`src/rtl/act_unit_arbiter.sv`:
```
// Round-robin scheduler that shares one activation unit between NUM_REQ lanes.
// Issued lane indices are queued in order so each result is routed back to its issuer.
module act_unit_arbiter #(
  parameter int NUM_REQ    = 4,
  parameter int DATA_WIDTH = 16,
  parameter int TAG_DEPTH  = 4
) (
  input  logic                              clk,
  input  logic                              rst_n,
  input  logic [NUM_REQ*DATA_WIDTH-1:0]     req_data,
  input  logic [NUM_REQ-1:0]                req_valid,
  input  logic [NUM_REQ-1:0]                req_relu,
  output logic [NUM_REQ-1:0]                req_ready,
  output logic [DATA_WIDTH-1:0]             rsp_data,
  output logic [NUM_REQ-1:0]                rsp_valid,
  input  logic [NUM_REQ-1:0]                rsp_ready,
  output logic [DATA_WIDTH-1:0]             au_in_data,
  output logic                              au_in_valid,
  input  logic                              au_in_ready,
  output logic                              au_use_relu,
  input  logic [DATA_WIDTH-1:0]             au_out_data,
  input  logic                              au_out_valid,
  output logic                              au_out_ready,
  output logic [$clog2(TAG_DEPTH+1)-1:0]    outstanding,
  output logic                              err
);

  localparam int IDX_W = (NUM_REQ > 1) ? $clog2(NUM_REQ) : 1;
  localparam int PTR_W = (TAG_DEPTH > 1) ? $clog2(TAG_DEPTH) : 1;
  localparam int CNT_W = $clog2(TAG_DEPTH + 1);

  function automatic logic [IDX_W-1:0] next_lane(input logic [IDX_W-1:0] l);
    if (int'(l) == NUM_REQ - 1) return '0;
    return l + 1'b1;
  endfunction

  function automatic logic [PTR_W-1:0] next_ptr(input logic [PTR_W-1:0] p);
    if (int'(p) == TAG_DEPTH - 1) return '0;
    return p + 1'b1;
  endfunction

  logic [IDX_W-1:0] rr_ptr_q, rr_ptr_d;
  logic             lock_q, lock_d;
  logic [IDX_W-1:0] locked_sel_q, locked_sel_d;
  logic [IDX_W-1:0] tag_mem_q [TAG_DEPTH];
  logic [IDX_W-1:0] tag_mem_d [TAG_DEPTH];
  logic [PTR_W-1:0] wr_ptr_q, wr_ptr_d;
  logic [PTR_W-1:0] rd_ptr_q, rd_ptr_d;
  logic [CNT_W-1:0] count_q, count_d;
  logic             err_q, err_d;

  logic [IDX_W-1:0] scan_sel;
  logic [IDX_W-1:0] sel;
  logic [IDX_W-1:0] head;
  logic             fifo_full;
  logic             fifo_empty;
  logic             issue_vld;
  logic             push;
  logic             pop;

  assign fifo_full  = (count_q == CNT_W'(TAG_DEPTH));
  assign fifo_empty = (count_q == '0);
  assign head       = tag_mem_q[rd_ptr_q];

  // Scan downward so the lane closest to rr_ptr (lowest offset) is the last, winning write.
  always_comb begin
    scan_sel = rr_ptr_q;
    for (int k = NUM_REQ - 1; k >= 0; k--) begin
      if (req_valid[(int'(rr_ptr_q) + k) % NUM_REQ]) begin
        scan_sel = IDX_W'((int'(rr_ptr_q) + k) % NUM_REQ);
      end
    end
    sel = lock_q ? locked_sel_q : scan_sel;
  end

  always_comb begin
    issue_vld   = rst_n && req_valid[sel] && !fifo_full;
    push        = issue_vld && au_in_ready;
    au_in_valid = issue_vld;
    au_in_data  = '0;
    au_use_relu = 1'b0;
    if (issue_vld) begin
      au_in_data  = req_data[int'(sel)*DATA_WIDTH +: DATA_WIDTH];
      au_use_relu = req_relu[sel];
    end
    req_ready = '0;
    for (int i = 0; i < NUM_REQ; i++) begin
      req_ready[i] = push && (sel == IDX_W'(i));
    end
  end

  // Results are only routed when a tag is waiting; a stray result is flagged instead.
  always_comb begin
    rsp_data     = au_out_data;
    au_out_ready = !fifo_empty && rsp_ready[head];
    pop          = au_out_valid && au_out_ready;
    rsp_valid    = '0;
    for (int i = 0; i < NUM_REQ; i++) begin
      rsp_valid[i] = au_out_valid && !fifo_empty && (head == IDX_W'(i));
    end
  end

  always_comb begin
    rr_ptr_d     = rr_ptr_q;
    lock_d       = lock_q;
    locked_sel_d = locked_sel_q;
    tag_mem_d    = tag_mem_q;
    wr_ptr_d     = wr_ptr_q;
    rd_ptr_d     = rd_ptr_q;
    count_d      = count_q;
    err_d        = err_q || (au_out_valid && fifo_empty);

    if (push) begin
      tag_mem_d[wr_ptr_q] = sel;
      wr_ptr_d            = next_ptr(wr_ptr_q);
      rr_ptr_d            = next_lane(sel);
      lock_d              = 1'b0;
    end else if (issue_vld) begin
      lock_d       = 1'b1;
      locked_sel_d = sel;
    end

    if (pop) begin
      rd_ptr_d = next_ptr(rd_ptr_q);
    end

    case ({push, pop})
      2'b10:   count_d = count_q + CNT_W'(1);
      2'b01:   count_d = count_q - CNT_W'(1);
      default: count_d = count_q;
    endcase
  end

  always_ff @(posedge clk or negedge rst_n) begin
    if (!rst_n) begin
      rr_ptr_q     <= '0;
      lock_q       <= 1'b0;
      locked_sel_q <= '0;
      wr_ptr_q     <= '0;
      rd_ptr_q     <= '0;
      count_q      <= '0;
      err_q        <= 1'b0;
      for (int i = 0; i < TAG_DEPTH; i++) begin
        tag_mem_q[i] <= '0;
      end
    end else begin
      rr_ptr_q     <= rr_ptr_d;
      lock_q       <= lock_d;
      locked_sel_q <= locked_sel_d;
      wr_ptr_q     <= wr_ptr_d;
      rd_ptr_q     <= rd_ptr_d;
      count_q      <= count_d;
      err_q        <= err_d;
      tag_mem_q    <= tag_mem_d;
    end
  end

  assign outstanding = count_q;
  assign err         = err_q;

endmodule

```
`config.mk`:
```
export PLATFORM = sky130hd
export DESIGN_NAME = act_unit_arbiter
export DESIGN_NICKNAME = d
export VERILOG_FILES = /design/src/rtl/act_unit_arbiter.sv
export SDC_FILE = /design/constraint.sdc
export NUM_CORES = 1
export LEC_CHECK = 0
export CAP_MARGIN = 25
export CELL_PAD_IN_SITES_DETAIL_PLACEMENT = 1
export CELL_PAD_IN_SITES_GLOBAL_PLACEMENT = 2
export CORE_MARGIN = 2
export CORE_UTILIZATION = 22
export DETAILED_ROUTE_END_ITERATION = 8
export GPL_ROUTABILITY_DRIVEN = 0
export PLACE_DENSITY_LB_ADDON = 0.05
export SETUP_SLACK_MARGIN = 0.3
export SLEW_MARGIN = 20
export SYNTH_ARGS = -nofsm -noshare
export SYNTH_HDL_FRONTEND = slang
export SYNTH_SLANG_ARGS = --single-unit
```
`constraint.sdc`:
```
create_clock -name clk -period 6.2 [get_ports clk]
set_input_delay 1.24 -clock clk [delete_from_list [all_inputs] [get_ports clk]]
set_output_delay 1.24 -clock clk [all_outputs]
set_load 0.02 [all_outputs]
```
==> metrics.md, run 1 <==
| Metric | Value |
|---|---|
| Synth Instances | 199 |
| Worst Max-Slew Pin Slew | roughly 480 ps |
| Initial antenna violation count | 0 |
| Pins Over Slew Limit | 0 |
| Port Buf Inserts | 110 |
| CTS resizes | 0 |
| CP Class | input port to primary output |
| Antenna cells | 0 |
| Fmax | roughly 180 MHz |
| Worst EP arrival | around 4300 ps |
| Post-DRT Antenna Nets | 0 |
| Syn_area_per_cell | around 11 sq um |
| Critical path origin | req_valid[2] |
| CTS tree | done |
| Most used flip-flop cell after synthesis | dfrtp_1 |
| Worst VDD drop | 0.0001638 V |
| Grt met3 use | between 3 and 4% |
| Initial detailed-routing violation count | 70 |
| Vias post-DR | between 1.5k and 2k |
| P per Cell Area | roughly 370 nW/um^2 |
| Maximum clock path buffer count | 2 |
| Synthesis Warnings | 0 |
| Tot GR Track Use | approximately an eighth |
| Minimum clock period | roughly 5500 ps |
| GR peak layer | met1 |
| Vias in the first global route | about 1.9k |
| Most frequent cells in the layout | clkdlybuf4s50_1, nor2b_1, dfrtp_1 |
| Sink Count | 21 |
| Placed Cells incl. Taps | between 400 and 500 |
| Std cell rows | 36 |
| Setup TNS | 0 ps |
| CP Depth | 11 |
| I/O Pins | ~140 |
| Cells along the critical path | clkdlybuf4s50_1 -> inv_1 -> a221o_1 -> nand2_2 -> nand2_4 -> inv_4 -> mux2_4 -> o211ai_2 -> buf_4 -> nor2b_1 -> clkdlybuf4s50_1 |
| Seq/Total Area, Yosys | 24.48% |
| Routed len/inst | ~17 um |
| Syn Std Cell Area | 2147 sq um |
| # hold bufs at CTS | 0 |
| Slew HR | 68.13% |
| Synthesis-stage register bit count | 21 |
| Post-synthesis cell type with the largest combined area | dfrtp_1 |
| Hold Crit Depth | 1 |
| Largest net degree at the start of global routing | 22 |
| Clk slew on worst S/H paths | about 80 ps |
| Final Hold Viols | 0 |
| Worst path max stage delay | approximately 590 ps |
| CP endpoint | au_in_data[3] |
| Post-synth top area share | 24.48% |
| R2r setup slk | around 2700 ps |
| R2R Path End | outstanding[2] |
| R2R depth | 13 |
| Clock latency on the worst-skew pair | between 200 and 300 ps |
| Drt pass-1 iters | 4 |
| Chip height | between 100 and 150 um |
| Crit-path leading delay family | buffers and inverters |
| Number of max-cap violations | 0 |
| Worst reg2reg path startpoint | rr_ptr_q[1] |
| WP buf/inv | 5 |
| Critical Path Most Common Cell | clkdlybuf4s50_1 |
| Ys async rst share | 100.0% |
| Initial Util | ~22% |
| Root Buffer | clkbuf_8 |
| Routed WL | 7218 um |
| Mapped Nets | between 300 and 400 |
| Die Width | 102.8 um |
| Via density | approximately 4.5 |
| Post-DP HPWL | roughly 5700 um |
| Total gr overflow | 0 |
| Worst-path fanout max | 20 |
| Fin crit share | 89.05% |
| Worst min path class | flip-flop to flip-flop |
| Slowest cell on the critical path | clkdlybuf4s50_1 |
| Critical path startpoint category | input port |
| Leakage | 1.332 nW |
| Met2 GRT Util | 18.95% |
| Layout area overhead | 55.54% |
| Yosys cell types | 45 |
| Required @ worst endpoint | about 5000 ps |
| Core area | ~9600 sq um |
| First-pass GRT wire length | ~11000 um |
| # DRC | 0 |
| GR Util met1 | 19.14% |
| Final setup viols | 0 |
| Post-synth EDFFs | 0 |
| Worst setup EP type | primary output |
| H-tree Lvls | 1 |
| Share of layout cells above drive strength 1 | 15.25% |
| Die Area | 10570 sq um |
| Setup Skew | approximately 4.1 ps |
| Nets | about 400 |
| Main area contributors after synthesis | dfrtp_1, mux4_2, nor2b_1 |
| Status | completed |
| TritonCTS buffer count | 3 |
| Non-filler instance count after layout | roughly 430 |
| Setup Fix Bufs, Post-CTS | 0 |
| RSZ-0062 raised after global routing | no |
| Most common cell after layout, fill and taps aside | clkdlybuf4s50_1 |
## state kept, by name, indices dropped and copies added (netlist names)
register and flops:
rr_ptr_q 2, locked_sel_q 2, tag_mem_q 8, wr_ptr_q 2, lock_q 1, outstanding 3, err 1, rd_ptr_q 2
## synthesized netlist by cell type (2+ instances only)
| master | number |
|---|---|
| a21boi_0 | 2 |
| a21o_1 | 2 |
| a21oi_1 | 3 |
| a31oi_1 | 5 |
| and3_1 | 5 |
| buf_4 | 17 |
| clkbuf_1 | 3 |
| dfrtp_1 | 21 |
| ha_1 | 10 |
| inv_1 | 12 |
| mux2_2 | 4 |
| mux2_4 | 5 |
| mux2i_1 | 2 |
| mux4_1 | 2 |
| mux4_2 | 18 |
| nand2_1 | 12 |
| nand2b_1 | 4 |
| nor2_1 | 7 |
| nor2b_1 | 21 |
| nor3_1 | 3 |
| nor3b_1 | 2 |
| o2111a_1 | 4 |
| o211ai_2 | 2 |
| o21ai_0 | 11 |
| xor2_1 | 2 |
## cells by family after synthesis
kind of cell             count (synthesis)  synth area share, %
AND/OR/NAND/NOR                         59                15.62
AO/OA/AOI/OAI                           37                13.75
buffers and inverters                   36                9.790
multiplexers                            32                28.38
flip-flops                              21                24.48
adder cells (fa/ha/maj)                 11                6.760
XOR/XNOR                                 3                1.224
## per-stage QoR
step	power (mW)	setup slack [ps]	cell area (sq um)	hold WS, ps	utilization, %
5_1_grt	1.332	456.4	3339	498.4	34.64
2_1_floorplan	0.8520	1972	2147	452.6	-
6_report	1.223	678.9	3339	467.3	34.64
3_3_place_gp	1.149	689.2	3293	447.1	34.16
3_5_place_dp	1.152	622.0	3293	457.3	34.16
4_1_cts	1.252	615.7	3339	477.5	34.64
## worst reg2reg max path, stage by stage (launching register included)
cell	delay [ps]
dfrtp_1	480
nand2b_1	220
a221o_1	310
nand2_2	90
nand2_4	100
inv_4	310
mux2_4	430
o211ai_2	400
ha_1	260
inv_1	60
fa_1	370
xor2_1	150
nor2_1	110
xor2_1	150
## worst min path at each step
stage,startpoint,end
after global placement,err,err
after global routing,err,err
final,err,err
after CTS,err,err
after detailed placement,err,err
after floorplan,tag_mem_q[0],tag_mem_q[0]
## cell type report
cell class / instances / area, sq um
clock buffers: 3 / 41.29
clock inverters: 1 / 5.005
fillers: 1115 / 6300
inverters: 13 / 51.30
multi-input cells: 142 / 1411
flip-flops and latches: 21 / 525.5
well taps: 133 / 166.4
repair buffers: 115 / 1139
## layer usage
layer / vias up / wire, um
li1: 908 / -
met5: - / 0
met1: 934 / 3339
met3: 5 / 740
met4: 0 / 52
met2: 97 / 3085
## power by group
part | internal [mW] | leakage (nW) | switching (mW)
Sequential | 0.191 | 0.234 | 0.0618
Clock | 0.0449 | 0.0255 | 0.0492
Combinational | 0.457 | 1.07 | 0.418
Total | 0.694 | 1.33 | 0.529
Power figures use the tool's default switching activity.
==> run 2, diff against run 1 <==
--- a/config.mk
+++ b/config.mk
@@ -12,6 +12,7 @@
 export CORE_UTILIZATION = 22
 export DETAILED_ROUTE_END_ITERATION = 8
 export GPL_ROUTABILITY_DRIVEN = 0
+export GPL_TIMING_DRIVEN = 1
 export PLACE_DENSITY_LB_ADDON = 0.05
 export SETUP_SLACK_MARGIN = 0.3
 export SLEW_MARGIN = 20
==> results of run 2 <==
No change in the layout: final DEF, timing and power equal those of run 1.
